$ cat config.mk
export PLATFORM = sky130hd
export DESIGN_NAME = gfx_wr_arbiter
export DESIGN_NICKNAME = d
export VERILOG_FILES = /design/src/rtl/gfx_wr_pkg.sv /design/src/rtl/rr_pick2.sv /design/src/rtl/gfx_wr_arbiter.sv
export SDC_FILE = /design/constraint.sdc
export NUM_CORES = 1
export LEC_CHECK = 0
export BUFFER_PORTS_ARGS = -buffer_cell sky130_fd_sc_hd__clkbuf_2
export CAP_MARGIN = 15
export CORE_AREA = 5 5 209 211
export DETAILED_ROUTE_END_ITERATION = 8
export DIE_AREA = 0 0 214 216
export PLACE_DENSITY = 0.34
export SYNTH_ARGS = -nofsm -noshare
export SYNTH_HDL_FRONTEND = slang
export SYNTH_HIERARCHICAL = 1
export SYNTH_SLANG_ARGS = --single-unit
$ cat constraint.sdc
create_clock -name clk -period 1.65 [get_ports clk]
set_input_delay 0.165 -clock clk [delete_from_list [all_inputs] [get_ports clk]]
set_output_delay 0.165 -clock clk [all_outputs]
set_load 0.03 [all_outputs]
$ cat src/rtl/gfx_wr_pkg.sv
// Shared types and constants for the two-port graphics write arbiter.
package gfx_wr_pkg;

    localparam int ADDR_W = 31;
    localparam int DATA_W = 128;
    localparam int MASK_W = 16;

    localparam logic [MASK_W-1:0] MASK_NONE = 16'hFFFF;

    typedef enum logic [1:0] {
        ARB   = 2'd0,
        BEAT1 = 2'd1,
        BEAT2 = 2'd2
    } arb_state_e;

endpackage

$ cat src/rtl/rr_pick2.sv
// Two-way round-robin picker: a lone requester wins, a tie goes to the
// port that did not own the path last.
module rr_pick2 (
    input  logic [1:0] req_i,
    input  logic       last_i,
    output logic       winner_o,
    output logic       valid_o
);

    always_comb begin
        valid_o  = |req_i;
        winner_o = 1'b0;
        case (req_i)
            2'b01:   winner_o = 1'b0;
            2'b10:   winner_o = 1'b1;
            2'b11:   winner_o = ~last_i;
            default: winner_o = 1'b0;
        endcase
    end

endmodule

$ cat src/rtl/gfx_wr_arbiter.sv
// Shares the DDR address/write-data FIFO pair between the line engine (port 0)
// and the fill/copy engine (port 1), never splitting a 2-beat write.
module gfx_wr_arbiter
    import gfx_wr_pkg::*;
#(
    parameter int MAX_BURSTS = 4
) (
    input  logic                clk,
    input  logic                rst,
    input  logic [ADDR_W-1:0]   p0_af_addr_din,
    input  logic                p0_af_wr_en,
    input  logic [DATA_W-1:0]   p0_wdf_din,
    input  logic [MASK_W-1:0]   p0_wdf_mask_din,
    input  logic                p0_wdf_wr_en,
    output logic                p0_af_full,
    output logic                p0_wdf_full,
    input  logic [ADDR_W-1:0]   p1_af_addr_din,
    input  logic                p1_af_wr_en,
    input  logic [DATA_W-1:0]   p1_wdf_din,
    input  logic [MASK_W-1:0]   p1_wdf_mask_din,
    input  logic                p1_wdf_wr_en,
    output logic                p1_af_full,
    output logic                p1_wdf_full,
    input  logic                af_full,
    input  logic                wdf_full,
    output logic [ADDR_W-1:0]   af_addr_din,
    output logic                af_wr_en,
    output logic [DATA_W-1:0]   wdf_din,
    output logic [MASK_W-1:0]   wdf_mask_din,
    output logic                wdf_wr_en,
    output logic [1:0]          gnt,
    output logic                proto_err,
    output logic [1:0]          dbg_state_o
);

    localparam logic [3:0] LAST_BURST = 4'(MAX_BURSTS - 1);

    arb_state_e   state_q, state_d;
    logic         owner_q, owner_d;
    logic         last_owner_q, last_owner_d;
    logic [3:0]   burst_cnt_q, burst_cnt_d;
    logic         proto_err_q, proto_err_d;

    logic               own_af_en, own_wdf_en, oth_af_en;
    logic [ADDR_W-1:0]  own_addr;
    logic [DATA_W-1:0]  own_data;
    logic [MASK_W-1:0]  own_mask;
    logic               pick_winner, pick_valid;
    logic               beat1_xfer, beat2_xfer;

    rr_pick2 u_pick (
        .req_i    ({p1_af_wr_en, p0_af_wr_en}),
        .last_i   (last_owner_q),
        .winner_o (pick_winner),
        .valid_o  (pick_valid)
    );

    always_comb begin
        own_af_en  = owner_q ? p1_af_wr_en     : p0_af_wr_en;
        own_wdf_en = owner_q ? p1_wdf_wr_en    : p0_wdf_wr_en;
        oth_af_en  = owner_q ? p0_af_wr_en     : p1_af_wr_en;
        own_addr   = owner_q ? p1_af_addr_din  : p0_af_addr_din;
        own_data   = owner_q ? p1_wdf_din      : p0_wdf_din;
        own_mask   = owner_q ? p1_wdf_mask_din : p0_wdf_mask_din;
    end

    assign beat1_xfer = (state_q == BEAT1) & own_af_en & own_wdf_en & ~af_full & ~wdf_full;
    assign beat2_xfer = (state_q == BEAT2) & own_wdf_en & ~wdf_full;

    // Next-state logic; valid/ready: a beat moves only in a cycle where the
    // requester's enable is high and the matching p*_full it sees is low.
    always_comb begin
        state_d      = state_q;
        owner_d      = owner_q;
        last_owner_d = last_owner_q;
        burst_cnt_d  = burst_cnt_q;
        proto_err_d  = proto_err_q;
        case (state_q)
            ARB: begin
                if (pick_valid) begin
                    owner_d     = pick_winner;
                    burst_cnt_d = 4'd0;
                    state_d     = BEAT1;
                end
            end
            BEAT1: begin
                if (beat1_xfer) begin
                    state_d = BEAT2;
                end else if (!own_af_en && oth_af_en) begin
                    last_owner_d = owner_q;
                    state_d      = ARB;
                end
            end
            BEAT2: begin
                if (own_af_en) begin
                    proto_err_d = 1'b1;
                end
                if (beat2_xfer) begin
                    if ((burst_cnt_q < LAST_BURST) && !oth_af_en) begin
                        burst_cnt_d = burst_cnt_q + 4'd1;
                        state_d     = BEAT1;
                    end else begin
                        last_owner_d = owner_q;
                        state_d      = ARB;
                    end
                end
            end
            default: state_d = ARB;
        endcase
    end

    always_ff @(posedge clk) begin
        if (!rst) begin
            state_q      <= ARB;
            owner_q      <= 1'b0;
            last_owner_q <= 1'b1;
            burst_cnt_q  <= 4'd0;
            proto_err_q  <= 1'b0;
        end else begin
            state_q      <= state_d;
            owner_q      <= owner_d;
            last_owner_q <= last_owner_d;
            burst_cnt_q  <= burst_cnt_d;
            proto_err_q  <= proto_err_d;
        end
    end

    always_comb begin
        af_wr_en     = beat1_xfer;
        wdf_wr_en    = beat1_xfer | beat2_xfer;
        af_addr_din  = '0;
        wdf_din      = '0;
        wdf_mask_din = MASK_NONE;
        gnt          = 2'b00;
        if (state_q != ARB) begin
            af_addr_din  = own_addr;
            wdf_din      = own_data;
            wdf_mask_din = own_mask;
            gnt          = owner_q ? 2'b10 : 2'b01;
        end
    end

    // Only the owner ever sees the real FIFO status; commands are held off in BEAT2.
    always_comb begin
        p0_af_full  = 1'b1;
        p0_wdf_full = 1'b1;
        p1_af_full  = 1'b1;
        p1_wdf_full = 1'b1;
        if (state_q != ARB) begin
            if (owner_q) begin
                p1_af_full  = af_full | (state_q != BEAT1);
                p1_wdf_full = wdf_full;
            end else begin
                p0_af_full  = af_full | (state_q != BEAT1);
                p0_wdf_full = wdf_full;
            end
        end
    end

    assign proto_err   = proto_err_q;
    assign dbg_state_o = state_q;

endmodule

==> results of run 1 <==
timing repair:
action	4_1_cts	5_1_grt
cloned	1	3
setup buffers	7	3
endpoints found under the setup margin	179	183
pin swaps	2	3
resized for setup	250	95
logic make-up after synthesis:
family          synth area share [%]
compound gates                  68.2
buf+inv                         13.3
simple gates                    8.70
flops                           7.59
mux                             1.69
fa+ha+maj                      0.527
layer usage:
| layer | part of all wire (%) | wire (µm) | up-vias | global-route usage (%) |
|---|---|---|---|---|
| li1 | - | - | 2297 | - |
| met1 | 36 | 10800 | 2309 | 12.1 |
| met2 | 52 | 15700 | 388 | 22.6 |
| met3 | 8.7 | 2630 | 38 | 3.80 |
| met4 | 3.9 | 1170 | 8 | 3.63 |
| met5 | 0.16 | 49 | - | 0 |
registers in the layout (all words and copies together) (netlist names):
register	flops
proto_err	1
dbg_state_o	2
burst_cnt_q	4
owner_q	1
last_owner_q	1
worst max-delay path: stages (launching register included):
cell	delay, ps
dfxtp_2	320
buf_4	150
o21ai_4	170
inv_6	80
buf_12	180
a22o_4	300
clkbuf_4	190
power by group:
part / leakage [nW] / internal [W] / switching [W] / total [W]
combinational: 3.68 / 0.00154 / 0.00177 / 0.00331
clock: 0.0382 / 0.000322 / 0.0000965 / 0.000419
sequential: 0.0744 / 0.000228 / 0.00000669 / 0.000235
total: 3.80 / 0.00209 / 0.00187 / 0.00396
cells in the final DEF, fill, tap and decap left out, types with 2 or more instances in the layout:
| cell type | n |
|---|---|
| buf_12 | 7 |
| a22o_4 | 3 |
| clkbuf_16 | 6 |
| a22o_2 | 107 |
| clkbuf_2 | 391 |
| nand2_1 | 8 |
| buf_8 | 6 |
| a22o_1 | 49 |
| buf_16 | 3 |
| clkbuf_4 | 29 |
| nor2b_1 | 2 |
| nand3_1 | 3 |
| o22a_1 | 16 |
| nor3_1 | 3 |
| o21a_1 | 3 |
| clkbuf_8 | 98 |
| buf_4 | 32 |
| buf_6 | 23 |
| dfxtp_1 | 6 |
| nor2_1 | 4 |
| mux2i_1 | 3 |
| dfxtp_2 | 3 |
| o21ai_4 | 2 |
| nand2b_1 | 3 |
| nand2b_4 | 2 |
| inv_6 | 2 |
through the flow:
step | power [W] | utilization (%) | hold WS [ps] | cells | TNS [ps]
finish | 0.00396 | 17.9 | 318 | 1373 | -22350
detailed placement | 0.00303 | 14.4 | 426 | 1356 | -839
global route | 0.00414 | 17.9 | 350 | 1373 | -31670
global placement | 0.00304 | 14.4 | 423 | 1356 | -482
CTS | 0.00392 | 17.3 | 310 | 1367 | -23970
floorplan | 0.00187 | - | 371 | 276 | -429
layout make-up:
class                   instances  share of cell area (%)
repair buffers                593                    59.2
clock buffers                   4                    1.06
inverters                       3                   0.285
well taps                     539                    9.05
flip-flops and latches          9                    2.47
multi-input cells             225                    27.9
worst max-delay path by stage:
stage	startpoint	end	slack, ps	cells past startpoint
2_1_floorplan	dbg_state_o[1]	af_addr_din[14]	-40	6
5_1_grt	dbg_state_o[1]	wdf_din[52]	-250	7
4_1_cts	dbg_state_o[1]	wdf_din[52]	-220	7
6_report	dbg_state_o[1]	wdf_din[124]	-220	6
3_3_place_gp	dbg_state_o[1]	wdf_din[54]	-60	7
3_5_place_dp	dbg_state_o[1]	wdf_din[52]	-60	7
==> flow_metrics.tcl, run 1 <==
set metrics [dict create \
    clk_latency_ps 230 \
    drv_slew 0 \
    post-route-min-period_ps 1870 \
    ant_nets 0 \
    hold_path_depth 3 \
    grt_first_pass_wirelength_mm 40.1 \
    p_per_area_nw_per_um2 531 \
    htreeDepth 1 \
    startpoint_type "flop" \
    start_util_pct 5.71 \
    gp_congestion 0.851 \
    hold_class "input port to flop" \
    final_area_um2 7450 \
    regArea_um2 184 \
    ys_types 36 \
    place_ws_ps -58.8 \
    globalRouteTotalUtil_pct 11.8 \
    grt_pass1_vias 5320 \
    syn_area_um2 2370 \
    cap_viol_max_count 0 \
    synth_top_area_share_pct 58.7 \
    cts_buffers 3 \
    cts.reportedPaths.clkPinSlew_ps 40 \
    io_pins 544 \
    rows 75 \
    synth_area_leaders "a22o_1, dfxtp_1, buf_8" \
    drc 0 \
    critical_path_arrival_ps 1700 \
    cts_root_buffer "clkbuf_16" \
    r2r_start "dbg_state_o[0]" \
    critPathRequiredTime_ps 1480 \
    critical_path_class "flop to primary output" \
    async_flop_share_pct 0 \
    syn_area_per_cell_um2 8.60 \
    drive_above_1_share_pct 86.6 \
    syn_inst 276 \
    die_area_um2 46200 \
    grt_overflow 0 \
    grt_setup_unrepaired "yes" \
    grt_max_degree 66 \
    synth_nets 635 \
    ys_warn_count 6 \
    worst_slack_ps -217 \
    r2r_cells 7 \
    timing.critical_path.to_type "primary output" \
    relSlewSlack_pct 75.6 \
    multi_input_area_um2 2080 \
    min_from "rst" \
    die_y_um 216 \
    nNetsFinal 1194 \
    synth_top_cells_by_count "a22o_1, buf_2, o22a_1, buf_8" \
    vias 5040 \
    ys_seq_area_share_pct 7.59 \
    synth_edf_count 0 \
    drt_iter0_markers 197 \
    tightest_slew_ps 367 \
    fin_skew_ps 1.23 \
    fmax_mhz 536 \
    postPlaceCellArea_um2 6000 \
    fin_crit_sh_pct 113 \
    holdBufCountCts 0 \
    r2r_slack_ps -50 \
    synth_most_common_cell "a22o_1" \
    first_pass_iters 4 \
    synth.largest_area_cell "a22o_1" \
    core_area_um2 41600 \
    diodes 0 \
    finalHoldViolCount 0 \
    outcome "finished with violations" \
    yosys_register_bits 9 \
    cts_buffer_depth 2 \
    place.detailed.hpwl_mm 26.8 \
    routed_wirelength_mm 30.3 \
    vias_per_cell 3.67 \
    vdd_drop_max_v 0.000266 \
    setup_viol 181 \
    synthFlopType "dfxtp_1" \
    dieWidth_um 214 \
    tritoncts "yes" \
    grt_antenna_before_repair 5 \
    violations "setup timing" \
    area_growth_pct 214 \
    portBuffers 543 \
    cts.sinks 9 \
    worstPathMaxFanout 65 \
    leakagePower_nw 3.80 \
    post_drt_wl_per_cell_um 22.1 \
    min_to "burst_cnt_q[2]" \
    fillerInstances 4730 \
    r2r_end "burst_cnt_q[0]" \
]
Note: power is estimated with default switching activity, not from simulation.
==> inputs of run 2 (changes only) <==
CORE_AREA = 5 5 210 212   (was 5 5 209 211)
DIE_AREA = 0 0 215 217   (was 0 0 214 216)
PLACE_DENSITY = 0.35   (was 0.34)
clock period = 1.6 ns   (was 1.65 ns; I/O delays follow)
==> flow_metrics.tcl, run 2 (synthesis results as in run 1) <==
set metrics [dict create \
    outcome "finished with violations" \
    violations "setup timing" \
    grt_max_degree 48 \
    finalNonFillerCells 1394 \
    area_growth_pct 276 \
    timing.critical_path.to_type "primary output" \
    critPathRequiredTime_ps 1440 \
    cp_common_cell "buf_12" \
    place.detailed.hpwl_mm 23.8 \
    worstPathCellList "buf_6 -> o21ai_4 -> inv_4 -> buf_12 -> buf_12 -> a22o_4 -> buf_12" \
    routed_wirelength_mm 30.0 \
    cts_root_buffer "clkbuf_16" \
    p_per_area_nw_per_um2 548 \
    relSlewSlack_pct 79.5 \
    globalRouteTotalUtil_pct 10.9 \
    drv_slew 0 \
    portBuffers 543 \
    cts.sinks 9 \
    tightest_slew_ps 308 \
    cap_viol_max_count 0 \
    post_drt_wl_per_cell_um 21.5 \
    start_util_pct 5.68 \
    post-route-min-period_ps 1890 \
    htreeDepth 1 \
    worstPathMaxFanout 20 \
    finalHoldViolCount 0 \
    die_y_um 217 \
    cts.reportedPaths.clkPinSlew_ps 40 \
    setup_viol 178 \
    fin_setup_tns_ps -37550 \
    critical_path_class "flop to primary output" \
    tritoncts "yes" \
    first_pass_iters 4 \
    max_stage_delay_ps 350 \
    grt_antenna_before_repair 1 \
    fmax_mhz 529 \
    grt_pass1_vias 5438 \
    drt_iter0_markers 159 \
    fin_skew_ps 1.78 \
    vdd_drop_max_v 0.000254 \
    rows 75 \
    drc 0 \
    grt_first_pass_wirelength_mm 38.3 \
    die_area_um2 46700 \
    final_cell_mix "clkbuf_2, buf_8, a22o_4, a22o_1, clkbuf_8" \
    worst_slack_ps -289 \
    gp_congestion 1.01 \
    startpoint_type "flop" \
    critical_path_arrival_ps 1730 \
    drive_above_1_share_pct 87.1 \
    top_register "burst_cnt_q" \
    grt_setup_unrepaired "yes" \
    leakagePower_nw 4.50 \
    clk_latency_ps 240 \
    final_common_cell "clkbuf_2" \
    hold_class "input port to flop" \
    fin_crit_sh_pct 118 \
    final_area_um2 8930 \
    ant_nets 0 \
    cp_slowest_cell "dfxtp_4" \
    nNetsFinal 1214 \
    dieWidth_um 215 \
    postPlaceCellArea_um2 6110 \
    cts_buffer_depth 2 \
    cts_buffers 3 \
    io_pins 544 \
    grt_overflow 0 \
    largest_register_ffs 4 \
    vias_per_cell 3.71 \
    placed_cells 1364 \
    core_area_um2 41800 \
    vias 5165 \
]
## run 2: cell types whose count changed in the layout (fill, tap and decap cells not counted), moves of 12 or more
cell      before  now
a22o_2       107   37
buf_4         32   20
buf_8          6  116
clkbuf_2     391  378
clkbuf_4      29    0
a22o_4         3   73
clkbuf_8      98   47
## run 2: cell type report
cell class,instances,area (µm²)
sequential,9,189
clock buffer,3,75.1
fill,4539,32800
clock inverter,1,5.00
tap,539,674
timing repair buffer,613,5320
inverter,3,26.3
antenna,1,2.50
multi-input combinational,225,2630
## run 2: final timing paths
| path | start | to | slack, ps | cells past startpoint |
|---|---|---|---|---|
| worst max register to register | owner_q | dbg_state_o[0] | 70 | 7 |
| worst max-delay path | dbg_state_o[0] | wdf_din[113] | -290 | 7 |
| worst min register to register | burst_cnt_q[2] | burst_cnt_q[2] | 430 | 2 |
| worst min-delay path | rst | burst_cnt_q[2] | 280 | 3 |
## run 2: report_power, final
part | total (W) | internal, W | switching, W
Combinational | 0.00421 | 0.00215 | 0.00205
Sequential | 0.000242 | 0.000234 | 0.00000814
Clock | 0.000447 | 0.000330 | 0.000117
Total | 0.00490 | 0.00272 | 0.00218
## run 2: routing by layer
layer	GRT usage, %	routed length, µm	part of all wire (%)
met3	3.11	2580	8.6
met1	11.8	10800	36
met2	20.9	15700	52
met4	2.50	898	3.0
met5	0	0	0
## run 2: worst max-delay path, delay by kind of cell (launching register included)
kind,cells,cell delay [ps]
buffers and inverters,5,690
flip-flops,1,350
AO/OA/AOI/OAI,2,410
## run 2: through the flow
| stage | setup slack [ps] | utilization, % | hold slack, ps | total power, W |
|---|---|---|---|---|
| 6_report | -289 | 21.4 | 282 | 0.00490 |
| 5_1_grt | -312 | 21.4 | 314 | 0.00509 |
| 4_1_cts | -271 | 19.1 | 280 | 0.00439 |
| 3_5_place_dp | -166 | 14.6 | 426 | 0.00308 |
| 3_3_place_gp | -168 | 14.6 | 420 | 0.00309 |
| 2_1_floorplan | -18.1 | - | 366 | 0.00193 |
## run 2: what timing repair did
item                       CTS  global route
hold buffers                 0             0
gates cloned                 3            11
pin swaps                   16            59
buffers inserted             9             4
gates resized for setup    372           202
setup endpoints to repair  181           183
==> inputs of run 3 (changes only) <==
CORE_AREA = 5 5 209 211   (was 5 5 210 212)
DIE_AREA = 0 0 214 216   (was 0 0 215 217)
PLACE_DENSITY = 0.34   (was 0.35)
clock period = 1.9 ns   (was 1.6 ns; I/O delays follow)
==> flow_metrics.tcl, run 3 (synthesis results as in run 1) <==
set metrics [dict create \
    outcome "finished, final reports clean" \
    wl_met1_mm 10.9 \
    final_common_cell "clkbuf_2" \
    r2r_start "owner_q" \
    grt_antenna_before_repair 11 \
    portBuffers 543 \
    cp_slowest_cell "dfxtp_2" \
    crit_buf_inv 4 \
    cts_root_buffer "clkbuf_16" \
    r2r_end "burst_cnt_q[0]" \
    rows 75 \
    fmax_mhz 527 \
    post_drt_wl_per_cell_um 21.7 \
    first_pass_iters 4 \
    worstPathMaxFanout 12 \
    top_register "burst_cnt_q" \
    critical_path_class "flop to primary output" \
    placed_cells 1350 \
    drc 0 \
    worst_slack_ps 4.20 \
    fillerInstances 4761 \
    die_y_um 216 \
    cts.reportedPaths.clkPinSlew_ps 40 \
    leakagePower_nw 3.81 \
    critical_path_arrival_ps 1710 \
    largest_register_ffs 4 \
    start_util_pct 5.71 \
    post-route-min-period_ps 1900 \
    holdBufCountCts 0 \
    gp_congestion 0.893 \
    startpoint "dbg_state_o[1]" \
    routed_wirelength_mm 29.9 \
    setup_viol 0 \
    grt_pass1_vias 5294 \
    grt_first_pass_wirelength_mm 38.1 \
    top_layer "met5" \
    tritoncts "yes" \
    dr_wl_met3_mm 2.38 \
    dr_wl_met2_mm 15.5 \
    cp_top_family "buffers and inverters" \
    startpoint_type "flop" \
    critPathRequiredTime_ps 1710 \
    fin_skew_ps 1.24 \
    cts_buffer_depth 2 \
    vias_per_cell 3.67 \
    io_pins 544 \
    drive_above_1_share_pct 75.5 \
    place.detailed.hpwl_mm 23.8 \
    p_per_area_nw_per_um2 479 \
    r2r_slack_ps 290 \
    relSlewSlack_pct 78.7 \
    die_area_um2 46200 \
    place_ws_ps -13.1 \
    cp_num_cells 7 \
    grt_setup_unrepaired "yes" \
    fin_crit_sh_pct 99.8 \
    drv_slew 0 \
    final_cell_mix "clkbuf_2, a22o_1, clkbuf_4, buf_4, buf_6" \
    clk_latency_ps 230 \
    grt_overflow 0 \
    grt_max_degree 41 \
    cts_buffers 3 \
    crit_end "wdf_din[120]" \
    ant_nets 0 \
    finalNonFillerCells 1379 \
    timing.critical_path.to_type "primary output" \
    finalHoldViolCount 0 \
    worstPathCellList "nor2_4 -> or2_4 -> clkinv_8 -> buf_12 -> buf_16 -> a22o_4 -> buf_8" \
    cap_viol_max_count 0 \
    dieWidth_um 214 \
    r2r_cells 6 \
    max_stage_delay_ps 330 \
    vias 5059 \
    cts.sinks 9 \
    hold_class "input port to flop" \
    area_growth_pct 208 \
    drt_iter0_markers 122 \
    nNetsFinal 1197 \
    tightest_slew_ps 311 \
    core_area_um2 41600 \
    vdd_drop_max_v 0.000207 \
    globalRouteTotalUtil_pct 11.1 \
    htreeDepth 1 \
]
-- run 3: changes by cell type in the layout (fill, tap and decap cells not counted), sizes merged --
cell,before,now
diode,1,3
clkinv,2,1
clkbuf,436,467
inv,2,3
bufbuf,0,1
buf,180,131
-- run 3: worst min path at each step --
stage | start | end | slack (ps) | cells past startpoint
after floorplan | p0_af_wr_en | owner_q | 400 | 3
after detailed placement | burst_cnt_q[2] | burst_cnt_q[2] | 430 | 2
after CTS | rst | burst_cnt_q[2] | 330 | 3
after global routing | rst | proto_err | 340 | 2
after global placement | burst_cnt_q[2] | burst_cnt_q[2] | 420 | 2
final | rst | burst_cnt_q[2] | 320 | 3
-- run 3: worst register-to-register path, stage by stage, from the launching register on --
cell and delay (ps):
dfxtp_2 320, buf_6 140, mux2i_1 120, buf_4 150, or3_4 400, o21ai_4 220
mux2i_1 190
-- run 3: area by class of cell --
cell class	instances	area, µm²	area share, %
antenna	3	7.51	0.103
clock buffer	4	78.8	1.08
inverter	3	40.0	0.547
multi-input combinational	225	2070	28.3
sequential	9	184	2.51
tap	539	674	9.22
timing repair buffer	595	4250	58.1
timing repair inverter	1	11.3	0.154
-- run 3: routing by layer --
layer | vias up | GRT usage [%]
met5 | - | 0
met1 | 2315 | 11.3
li1 | 2317 | -
met4 | 12 | 3.26
met3 | 54 | 3.36
met2 | 361 | 21.8
-- run 3: timing repair --
item,in CTS,in global routing
hold endpoints to repair,0,0
pin swaps,0,32
setup buffers,3,5
setup endpoints to repair,153,155
gates cloned,6,8
gates resized for setup,194,179
-- run 3: power by group --
| group | switching (W) | internal (W) |
|---|---|---|
| logic | 0.00158 | 0.00135 |
| clock network | 0.0000831 | 0.000280 |
| registers | 0.00000665 | 0.000198 |
-- run 3: metrics by stage --
step | power (W) | hold slack [ps] | util, % | instance area, µm² | setup TNS, ps
floorplan | 0.00157 | 396 | - | 2380 | 0
global placement | 0.00256 | 419 | 13.9 | 5770 | -81.6
detailed placement | 0.00255 | 432 | 13.9 | 5770 | -22.3
CTS | 0.00332 | 328 | 16.2 | 6750 | -6080
global route | 0.00368 | 342 | 17.6 | 7310 | -1460
finish | 0.00350 | 320 | 17.6 | 7320 | 0
